[config.mk]
export PLATFORM = sky130hd
export DESIGN_NAME = expr_stream_gen
export DESIGN_NICKNAME = d
export VERILOG_FILES = /design/src/rtl/expr_pkg.sv /design/src/rtl/expr_char_enc.sv /design/src/rtl/expr_stream_gen.sv
export SDC_FILE = /design/constraint.sdc
export NUM_CORES = 1
export LEC_CHECK = 0
export ABC_AREA = 0
export CAP_MARGIN = 20
export CORE_MARGIN = 1.5
export CORE_UTILIZATION = 53
export DETAILED_ROUTE_END_ITERATION = 8
export HOLD_SLACK_MARGIN = 0.1
export PLACE_DENSITY_LB_ADDON = 0.08
export RECOVER_POWER = 100
export SLEW_MARGIN = 10
export SYNTH_ARGS = -nofsm -noshare
export SYNTH_HDL_FRONTEND = slang
export SYNTH_SLANG_ARGS = --single-unit
[constraint.sdc]
create_clock -name clk -period 3.5 [get_ports clk]
set_clock_uncertainty 0.2 [all_clocks]
set_input_delay 0.875 -clock clk [delete_from_list [all_inputs] [get_ports clk]]
set_output_delay 0.875 -clock clk [all_outputs]
set_load 0.05 [all_outputs]
[src/rtl/expr_pkg.sv]
// Shared ASCII constants and state encoding for the expression byte stream
// producers and the expression recognizer.
package expr_pkg;

  localparam logic [7:0] CH_0   = 8'd48;
  localparam logic [7:0] CH_9   = 8'd57;
  localparam logic [7:0] CH_MUL = 8'd42;
  localparam logic [7:0] CH_ADD = 8'd43;

  localparam int MAX_TERMS_DEF = 8;

  typedef enum logic [1:0] {
    IDLE  = 2'd0,
    DIGIT = 2'd1,
    OP    = 2'd2,
    DONE  = 2'd3
  } state_t;

endpackage

[src/rtl/expr_char_enc.sv]
// Combinational BCD digit / operator to ASCII encoder; zero latency, no flow control.
// op_sel selects '*' when set, '+' otherwise; bcd is ignored for operators.
module expr_char_enc
  import expr_pkg::*;
(
  input  logic       i_is_op,
  input  logic       i_op_sel,
  input  logic [3:0] i_bcd,
  output logic [7:0] o_ascii
);

  assign o_ascii = i_is_op ? (i_op_sel ? CH_MUL : CH_ADD)
                           : (CH_0 + {4'b0000, i_bcd});

endmodule

[src/rtl/expr_stream_gen.sv]
// Serializes a captured digit/operator request into one ASCII byte per valid/ready
// handshake; first byte one cycle after start, bytes and state held while ready is low.
module expr_stream_gen
  import expr_pkg::*;
#(
  parameter int MAX_TERMS = MAX_TERMS_DEF,
  parameter int IW        = $clog2(MAX_TERMS + 1)
) (
  input  logic                   clk,
  input  logic                   clr_n,
  input  logic                   start,
  input  logic [IW-1:0]          n_terms,
  input  logic [4*MAX_TERMS-1:0] digits,
  input  logic [MAX_TERMS-2:0]   ops,
  output logic [7:0]             out_byte,
  output logic                   out_valid,
  input  logic                   out_ready,
  output logic                   busy,
  output logic                   done,
  output logic                   err
);

  localparam logic [IW-1:0] W_MAXN = IW'(MAX_TERMS);
  localparam logic [IW-1:0] W_ONE  = IW'(1);

  state_t                 r_state;
  logic [IW-1:0]          r_idx;
  logic [IW-1:0]          r_n;
  logic [4*MAX_TERMS-1:0] r_digits;
  logic [MAX_TERMS-2:0]   r_ops;
  logic [7:0]             r_out_byte;
  logic                   r_out_valid;
  logic                   r_busy;
  logic                   r_done;
  logic                   r_err;

  logic                   w_req_ok;
  logic [IW-1:0]          w_idx_nx;
  logic                   w_op_bit;
  logic [3:0]             w_reg_bcd;
  logic                   w_enc_is_op;
  logic                   w_enc_op_sel;
  logic [3:0]             w_enc_bcd;
  logic [7:0]             w_enc_byte;

  // Only lanes below n_terms are checked; digits above are don't-care.
  always_comb begin
    w_req_ok = (n_terms != '0) && (n_terms <= W_MAXN);
    for (int i = 0; i < MAX_TERMS; i++) begin
      if ((IW'(i) < n_terms) && (digits[4*i +: 4] > 4'd9)) begin
        w_req_ok = 1'b0;
      end
    end
  end

  assign w_idx_nx = r_idx + W_ONE;

  always_comb begin
    w_op_bit  = 1'b0;
    w_reg_bcd = 4'd0;
    for (int i = 0; i < MAX_TERMS - 1; i++) begin
      if (IW'(i) == r_idx) w_op_bit = r_ops[i];
    end
    for (int i = 0; i < MAX_TERMS; i++) begin
      if (IW'(i) == w_idx_nx) w_reg_bcd = r_digits[4*i +: 4];
    end
  end

  // The encoder always produces the byte for the state being entered next.
  always_comb begin
    w_enc_is_op  = 1'b0;
    w_enc_op_sel = 1'b0;
    w_enc_bcd    = digits[3:0];
    case (r_state)
      DIGIT: begin
        w_enc_is_op  = 1'b1;
        w_enc_op_sel = w_op_bit;
      end
      OP:      w_enc_bcd = w_reg_bcd;
      default: w_enc_bcd = digits[3:0];
    endcase
  end

  expr_char_enc u_enc (
    .i_is_op  (w_enc_is_op),
    .i_op_sel (w_enc_op_sel),
    .i_bcd    (w_enc_bcd),
    .o_ascii  (w_enc_byte)
  );

  always_ff @(posedge clk or negedge clr_n) begin
    if (!clr_n) begin
      r_state     <= IDLE;
      r_idx       <= '0;
      r_n         <= '0;
      r_digits    <= '0;
      r_ops       <= '0;
      r_out_byte  <= 8'h00;
      r_out_valid <= 1'b0;
      r_busy      <= 1'b0;
      r_done      <= 1'b0;
      r_err       <= 1'b0;
    end else begin
      case (r_state)
        IDLE: begin
          r_done <= 1'b0;
          r_err  <= 1'b0;
          if (start) begin
            if (w_req_ok) begin
              r_digits    <= digits;
              r_ops       <= ops;
              r_n         <= n_terms;
              r_idx       <= '0;
              r_out_byte  <= w_enc_byte;
              r_out_valid <= 1'b1;
              r_busy      <= 1'b1;
              r_state     <= DIGIT;
            end else begin
              r_err <= 1'b1;
            end
          end
        end
        DIGIT: begin
          if (out_ready) begin
            if (r_idx == r_n - W_ONE) begin
              r_out_valid <= 1'b0;
              r_out_byte  <= 8'h00;
              r_done      <= 1'b1;
              r_state     <= DONE;
            end else begin
              r_out_byte <= w_enc_byte;
              r_state    <= OP;
            end
          end
        end
        OP: begin
          if (out_ready) begin
            r_idx      <= w_idx_nx;
            r_out_byte <= w_enc_byte;
            r_state    <= DIGIT;
          end
        end
        DONE: begin
          r_done  <= 1'b0;
          r_busy  <= 1'b0;
          r_state <= IDLE;
        end
        default: r_state <= IDLE;
      endcase
    end
  end

  assign out_byte  = r_out_byte;
  assign out_valid = r_out_valid;
  assign busy      = r_busy;
  assign done      = r_done;
  assign err       = r_err;

endmodule

==> results of run 1 <==
-- area by class of cell --
| type | instances | share of cell area [%] |
|---|---|---|
| clock inverters | 4 | 1.17 |
| flip-flops and latches | 59 | 34.6 |
| repair buffers | 78 | 16.8 |
| clock buffers | 12 | 3.40 |
| well taps | 77 | 2.25 |
| multi-input cells | 223 | 40.4 |
| inverters | 16 | 1.41 |
-- worst register-to-register path: cells and delay by family, from the launching register on --
kind / cells / cell delay [ps]
buffers and inverters: 1 / 210
adder cells (fa/ha/maj): 1 / 510
flip-flops: 1 / 510
AO/OA/AOI/OAI: 3 / 1020
AND/OR/NAND/NOR: 2 / 330
-- metrics by stage --
stage / utilization [%] / hold slack (ps) / setup TNS [ps] / worst slack, ps
2_1_floorplan: - / 249 / 0 / 558
3_3_place_gp: 66.4 / 267 / -2360 / -59.2
3_5_place_dp: 66.4 / 289 / -5700 / -143
4_1_cts: 69.4 / 305 / 0 / 227
5_1_grt: 66.5 / 317 / 0 / 82.8
6_report: 66.5 / 297 / 0 / 197
-- cells by family (layout without fill, tap and decap cells) --
family	count (synthesis)	count (layout)	synth area share [%]
compound gates	78	78	15.8
xor+xnor	6	6	1.48
fa+ha+maj	12	12	4.23
buf+inv	40	110	5.75
flops	59	59	41.6
mux	48	48	19.6
other cells	1	2	0.106
simple gates	77	77	11.4
-- registers in the layout, summed over array words and instances, names as in the netlist --
name       flops
done           1
r_state        2
r_n            4
out_byte       6
out_valid      1
busy           1
r_idx          4
err            1
r_ops          7
r_digits      32
-- power by group --
part           internal, mW  total [mW]  switching, mW
clock                 0.347       0.631          0.284
combinational         0.770        1.72          0.949
sequential             1.02        1.29          0.275
total                  2.14        3.64           1.51
-- final timing paths --
check	end	cells past startpoint	slack (ps)	start
worst max register to register	out_byte[1]	7	580	r_idx[0]
worst min register to register	r_digits[3]	2	300	r_digits[3]
min in group asynchronous	r_digits[13]	2	770	clr_n
worst min-delay path	r_digits[3]	2	300	r_digits[3]
worst max-delay path	r_digits[21]	7	200	n_terms[1]
max in group asynchronous	r_digits[3]	2	1450	clr_n
-- cell usage after synthesis (all sizes together) (2+ instances only) --
cell type,n
buf,10
a21bo,2
a221oi,2
and2,2
nand2,27
ha,12
o22ai,4
inv,16
nor2b,8
o311a,2
o31a,2
xnor2,6
o21a,8
dfrtp,59
nor4,2
clkbuf,14
a31oi,2
a221o,2
o32ai,2
o211ai,2
nand4,3
a211oi,7
nand3,8
o21ai,9
nand3b,6
nor3b,2
nor3,5
a21oi,17
o221a,2
mux2,47
nor2,6
o31ai,3
-- metal layers --
metal	part of all wire (%)	track usage, %	vias up
met5	0	0	-
li1	-	-	1296
met4	1.4	8.35	0
met2	47	40.1	70
met3	4.1	4.67	12
met1	48	34.9	1310
==> results.md, run 1 <==
- Largest area contributor in the netlist: dfrtp_1
- Clock Path Buffers: 2
- Leading cell types in the layout, fill and taps excluded: dfrtp_1 (59), clkdlybuf4s50_1 (45), mux2_1 (39)
- CTS tree: built
- Clock transition at the registers of the reported paths: 70 ps
- Max-cap violation count: 0
- RSZ-0062 raised after global routing: no
- Worst hold path type: reg2reg
- Critical Path Fanout Max: 26
- Die extent in y: 84.8 um
- Final Max Tran Viols: 0
- NumNets Final: approximately 450
- Non-filler cells in the finished layout: 469
- 1st-pass router iterations: 8
- CP required: 3530 ps
- Post-route ant nets: 0
- Crit path kind: in2reg
- Synth Cell Area: 3550 um^2
- Vias in the first global route: 2,743
- Relative slew slack: under 10%
- Status: complete, but fails checks
- Clk sinks: slightly below 60
- Post-synth EDFFs: 0
- FMAX: 0.303 GHz
- Effective utilization at floorplan: 55.2%
- Critical path cell sequence: clkdlybuf4s50_1 -> or3_1 -> a21oi_2 -> a211oi_1 -> or4_2 -> buf_6 -> mux2_1
- Layout cells sized above 1: 12.5%
- Failing checks: design-rule violations
- Drt drc: 8
- Max VDD drop: 0.626 mV
- Yosys Warn Count: 0
- Crit end category: flop
- Measured slew at the worst slew-check pin: 1480 ps
- Syn_area_per_cell: 11.1 um^2
- Grt total ovfl: 0
- WP data arrival: 3330 ps
- Die X: 84.8 um
- Register area share after synthesis: between 40% and 50%
- Area share of the largest cell type after synthesis: 41.6%
- I/O Buffers: 56
- Starting DRT DRC Count: 140
- FP Rows: 29
- GPL Wtd Cong: around 0.81
- Final worst-path cycle share: 94.4%
- Layout fillers: between 500 and 600
- Via count: 2,688
- DP Cell Count: around 450
- Async SR Flop Fraction: 100%
- Design area: 4270 um^2
- Ys flop type: dfrtp_1
- Lkg Pwr: 1.88 nW
- Area delta synth->final: 20.5%
- Final Hold Vio Count: 0
- Post-CTS Hold Buffers: 0
- Final WL: 8440 um
- PwrDens: 853 nW/um^2
- Final min period: 3300 ps
- DR WL/cell: 18.0 um
- Initial antenna violation count: 0
- CTS resizes: 0
- Crit-path leading delay family: simple AND/OR/NAND/NOR gates
- Distinct cells, synth: 59
- Clk_lat worst skew: roughly 350 ps
- Crit-path max cell delay: 720 ps
- # IOs: between 50 and 60
- Most common cell after layout, fill and taps aside: dfrtp_1
- CP max-delay cell: or4_2
- DR vias/cell: 5.73
- WP buf/inv: 2
- Placed cell area: 4260 um^2
- Count of state elements after synthesis: 59
- Die area: 7190 um^2
- Detailed Place HPWL: 6060 um
- First-pass GRT wire length: 14,100 um
- Antenna diode count: 0
- Final setup violation count: 0
- Post-Synthesis Cells: between 300 and 400
- Core Area: between 6000 and 7000 um^2
- Aggregate global-route resource usage: around a quarter
- Number of setup buffers added after CTS: 0
- Area of the multi-input gates: 1730 um^2
- CP startpoint kind: input pin
- Largest net degree at the start of global routing: 60
- Power, Total: 3.64 mW
- H-tree levels: 3
- Cts bufs inserted: 9
- Sequential cell area: 1480 um^2
- CTS root buffer: clkbuf_8
- Area contributors post-synth: dfrtp_1 (42%), mux2_4 (18%), ha_1 (4.2%), nand2_1 (2.9%), a21oi_1 (2.3%)
Power figures use the tool's default switching activity.
==> run 2, diff against run 1 <==
CTS_CLUSTER_DIAMETER = 50   (was default)
==> results of run 2 <==
No change in the layout: final DEF, timing and power equal those of run 1.
==> run 3, diff against run 2 <==
clock period = 3.9 ns   (was 3.5 ns; I/O delays follow)
==> results.md, run 3 (synthesized netlist as in run 1, its figures left out) <==
- Worst slack, placed: about 170 ps
- Max VDD drop: 0.536 mV
- Die area: 7190 um^2
- Crit path kind: in2reg
- Most used cell along the critical path: a211oi_1
- Critical path cell sequence: dlygate4sd3_1 -> or2_0 -> a211oi_1 -> a211oi_1 -> or4_2 -> buf_6 -> mux2_1
- Cts bufs inserted: 9
- Aggregate global-route resource usage: 24.0%
- Max FFs per register: 32
- GPL Wtd Cong: 0.797
- Vias in the first global route: 2,645
- Antenna diode count: 0
- CTS resizes: 0
- Final setup violation count: 0
- Initial antenna violation count: 0
- CTS root buffer: clkbuf_8
- Final worst-path cycle share: 90.8%
- Worst hold path type: reg2reg
- First-pass GRT wire length: 13,300 um
- CTS tree: built
- Clock Path Buffers: 2
- CP max-delay cell: or4_2
- Min Hold Slack: 287 ps
- 1st-pass router iterations: 9
- Die X: between 80 and 90 um
- Reg-to-reg endpoint: out_byte[1]
- End of the worst hold path: out_valid
- Crit end category: flop
- Crit-path leading delay family: simple AND/OR/NAND/NOR gates
- PwrDens: 807 nW/um^2
- Drt drc: 6
- Clock transition at the registers of the reported paths: 70 ps
- Hold Crit Start: out_valid
- Failing checks: design-rule violations, max-capacitance violations, max-slew violations
- Number of setup buffers added after CTS: 0
- WP data arrival: 3560 ps
- CP startpoint kind: input pin
- Setup Total Neg Slack: 0 ps
- Final WL: 8140 um
- CP required: approximately 3900 ps
- Final Hold Vio Count: 0
- H-tree levels: 3
- Post-route ant nets: 0
- Lkg Pwr: between 1.5 and 2 nW
- Core Area: 6420 um^2
- Largest net degree at the start of global routing: approximately 50
- Die extent in y: 84.8 um
- Clk sinks: 59
- Most common cell after layout, fill and taps aside: dfrtp_1
- # IOs: 59
- R2R Path Start: r_idx[0]
- Sequential cell area: 1480 um^2
- Relative slew slack: -30.0%
- I/O Buffers: 56
- FMAX: 0.282 GHz
- R2R depth: 7
- Layout cells sized above 1: around 9%
- Grt total ovfl: 0
- DR WL/cell: around 18 um
- Final min period: 3540 ps
- Crit-path max cell delay: 670 ps
- Area of the multi-input gates: 1710 um^2
- Post-CTS Hold Buffers: 0
- Clk_lat worst skew: 340 ps
- Setup slack, reg-to-reg: 1050 ps
- Effective utilization at floorplan: 55.2%
- Final Max Tran Viols: 35
- Via count: roughly 2,700
- Status: complete, but fails checks
- Power, Total: around 3.4 mW
- Max-cap violation count: 1
- WP buf/inv: 2
- NumNets Final: 430
- DR vias/cell: just under 6
- Critical Path Fanout Max: 50
- Hold depth: 1
- Detailed Place HPWL: 5670 um
- Worst setup margin: between 300 and 400 ps
- Measured slew at the worst slew-check pin: 1950 ps
- Biggest register: r_digits
- Area delta synth->final: 18.4%
- Starting DRT DRC Count: 187
- FP Rows: 29
- RSZ-0062 raised after global routing: no
- Layout fillers: around 570
- Leading cell types in the layout, fill and taps excluded: dfrtp_1 (59), clkdlybuf4s50_1 (44), mux2_1 (42)
-- run 3: final cells by class --
| class | count | share of cell area (%) |
|---|---|---|
| Timing Repair Buffer | 62 | 14.1 |
| Tap cell | 77 | 2.29 |
| Multi-Input combinational cell | 223 | 40.8 |
| Clock inverter | 4 | 2.26 |
| Clock buffer | 12 | 3.93 |
| Inverter | 16 | 1.43 |
| Sequential cell | 59 | 35.2 |
-- run 3: routing by layer --
metal  share of wire, %  track usage, %  vias up
met4                1.6            8.20        0
li1                   -               -     1262
met5                  0               0        -
met2                 45            37.2       72
met3                4.5            5.93       16
met1                 49            33.2     1302
-- run 3: worst max-delay path by stage --
stage	endpoint	slack, ps	start	cells past startpoint
after floorplan	r_digits[0]	860	n_terms[3]	8
after global placement	r_digits[27]	210	n_terms[0]	7
after detailed placement	r_ops[3]	170	n_terms[0]	7
after CTS	r_digits[27]	520	digits[6]	7
after global routing	r_n[2]	200	clr_n	3
final	r_ops[3]	360	n_terms[0]	7
-- run 3: worst reg2reg max path, stage by stage (launching register included) --
cell	delay [ps]
dfrtp_1	510
inv_1	200
ha_1	660
a21oi_1	90
a22oi_1	190
o22ai_1	120
a2111oi_0	590
o21ai_0	150
-- run 3: metrics by stage --
stage,instance area (um^2),util [%],std cells
2_1_floorplan,3550,-,322
3_3_place_gp,4110,64.0,436
3_5_place_dp,4110,64.0,436
4_1_cts,4370,68.0,452
5_1_grt,4200,65.4,453
6_report,4200,65.4,453
-- run 3: report_power, final --
| group | switching (mW) | total, mW | internal (mW) |
|---|---|---|---|
| logic | 0.841 | 1.51 | 0.666 |
| registers | 0.241 | 1.16 | 0.915 |
| clock network | 0.250 | 0.726 | 0.476 |
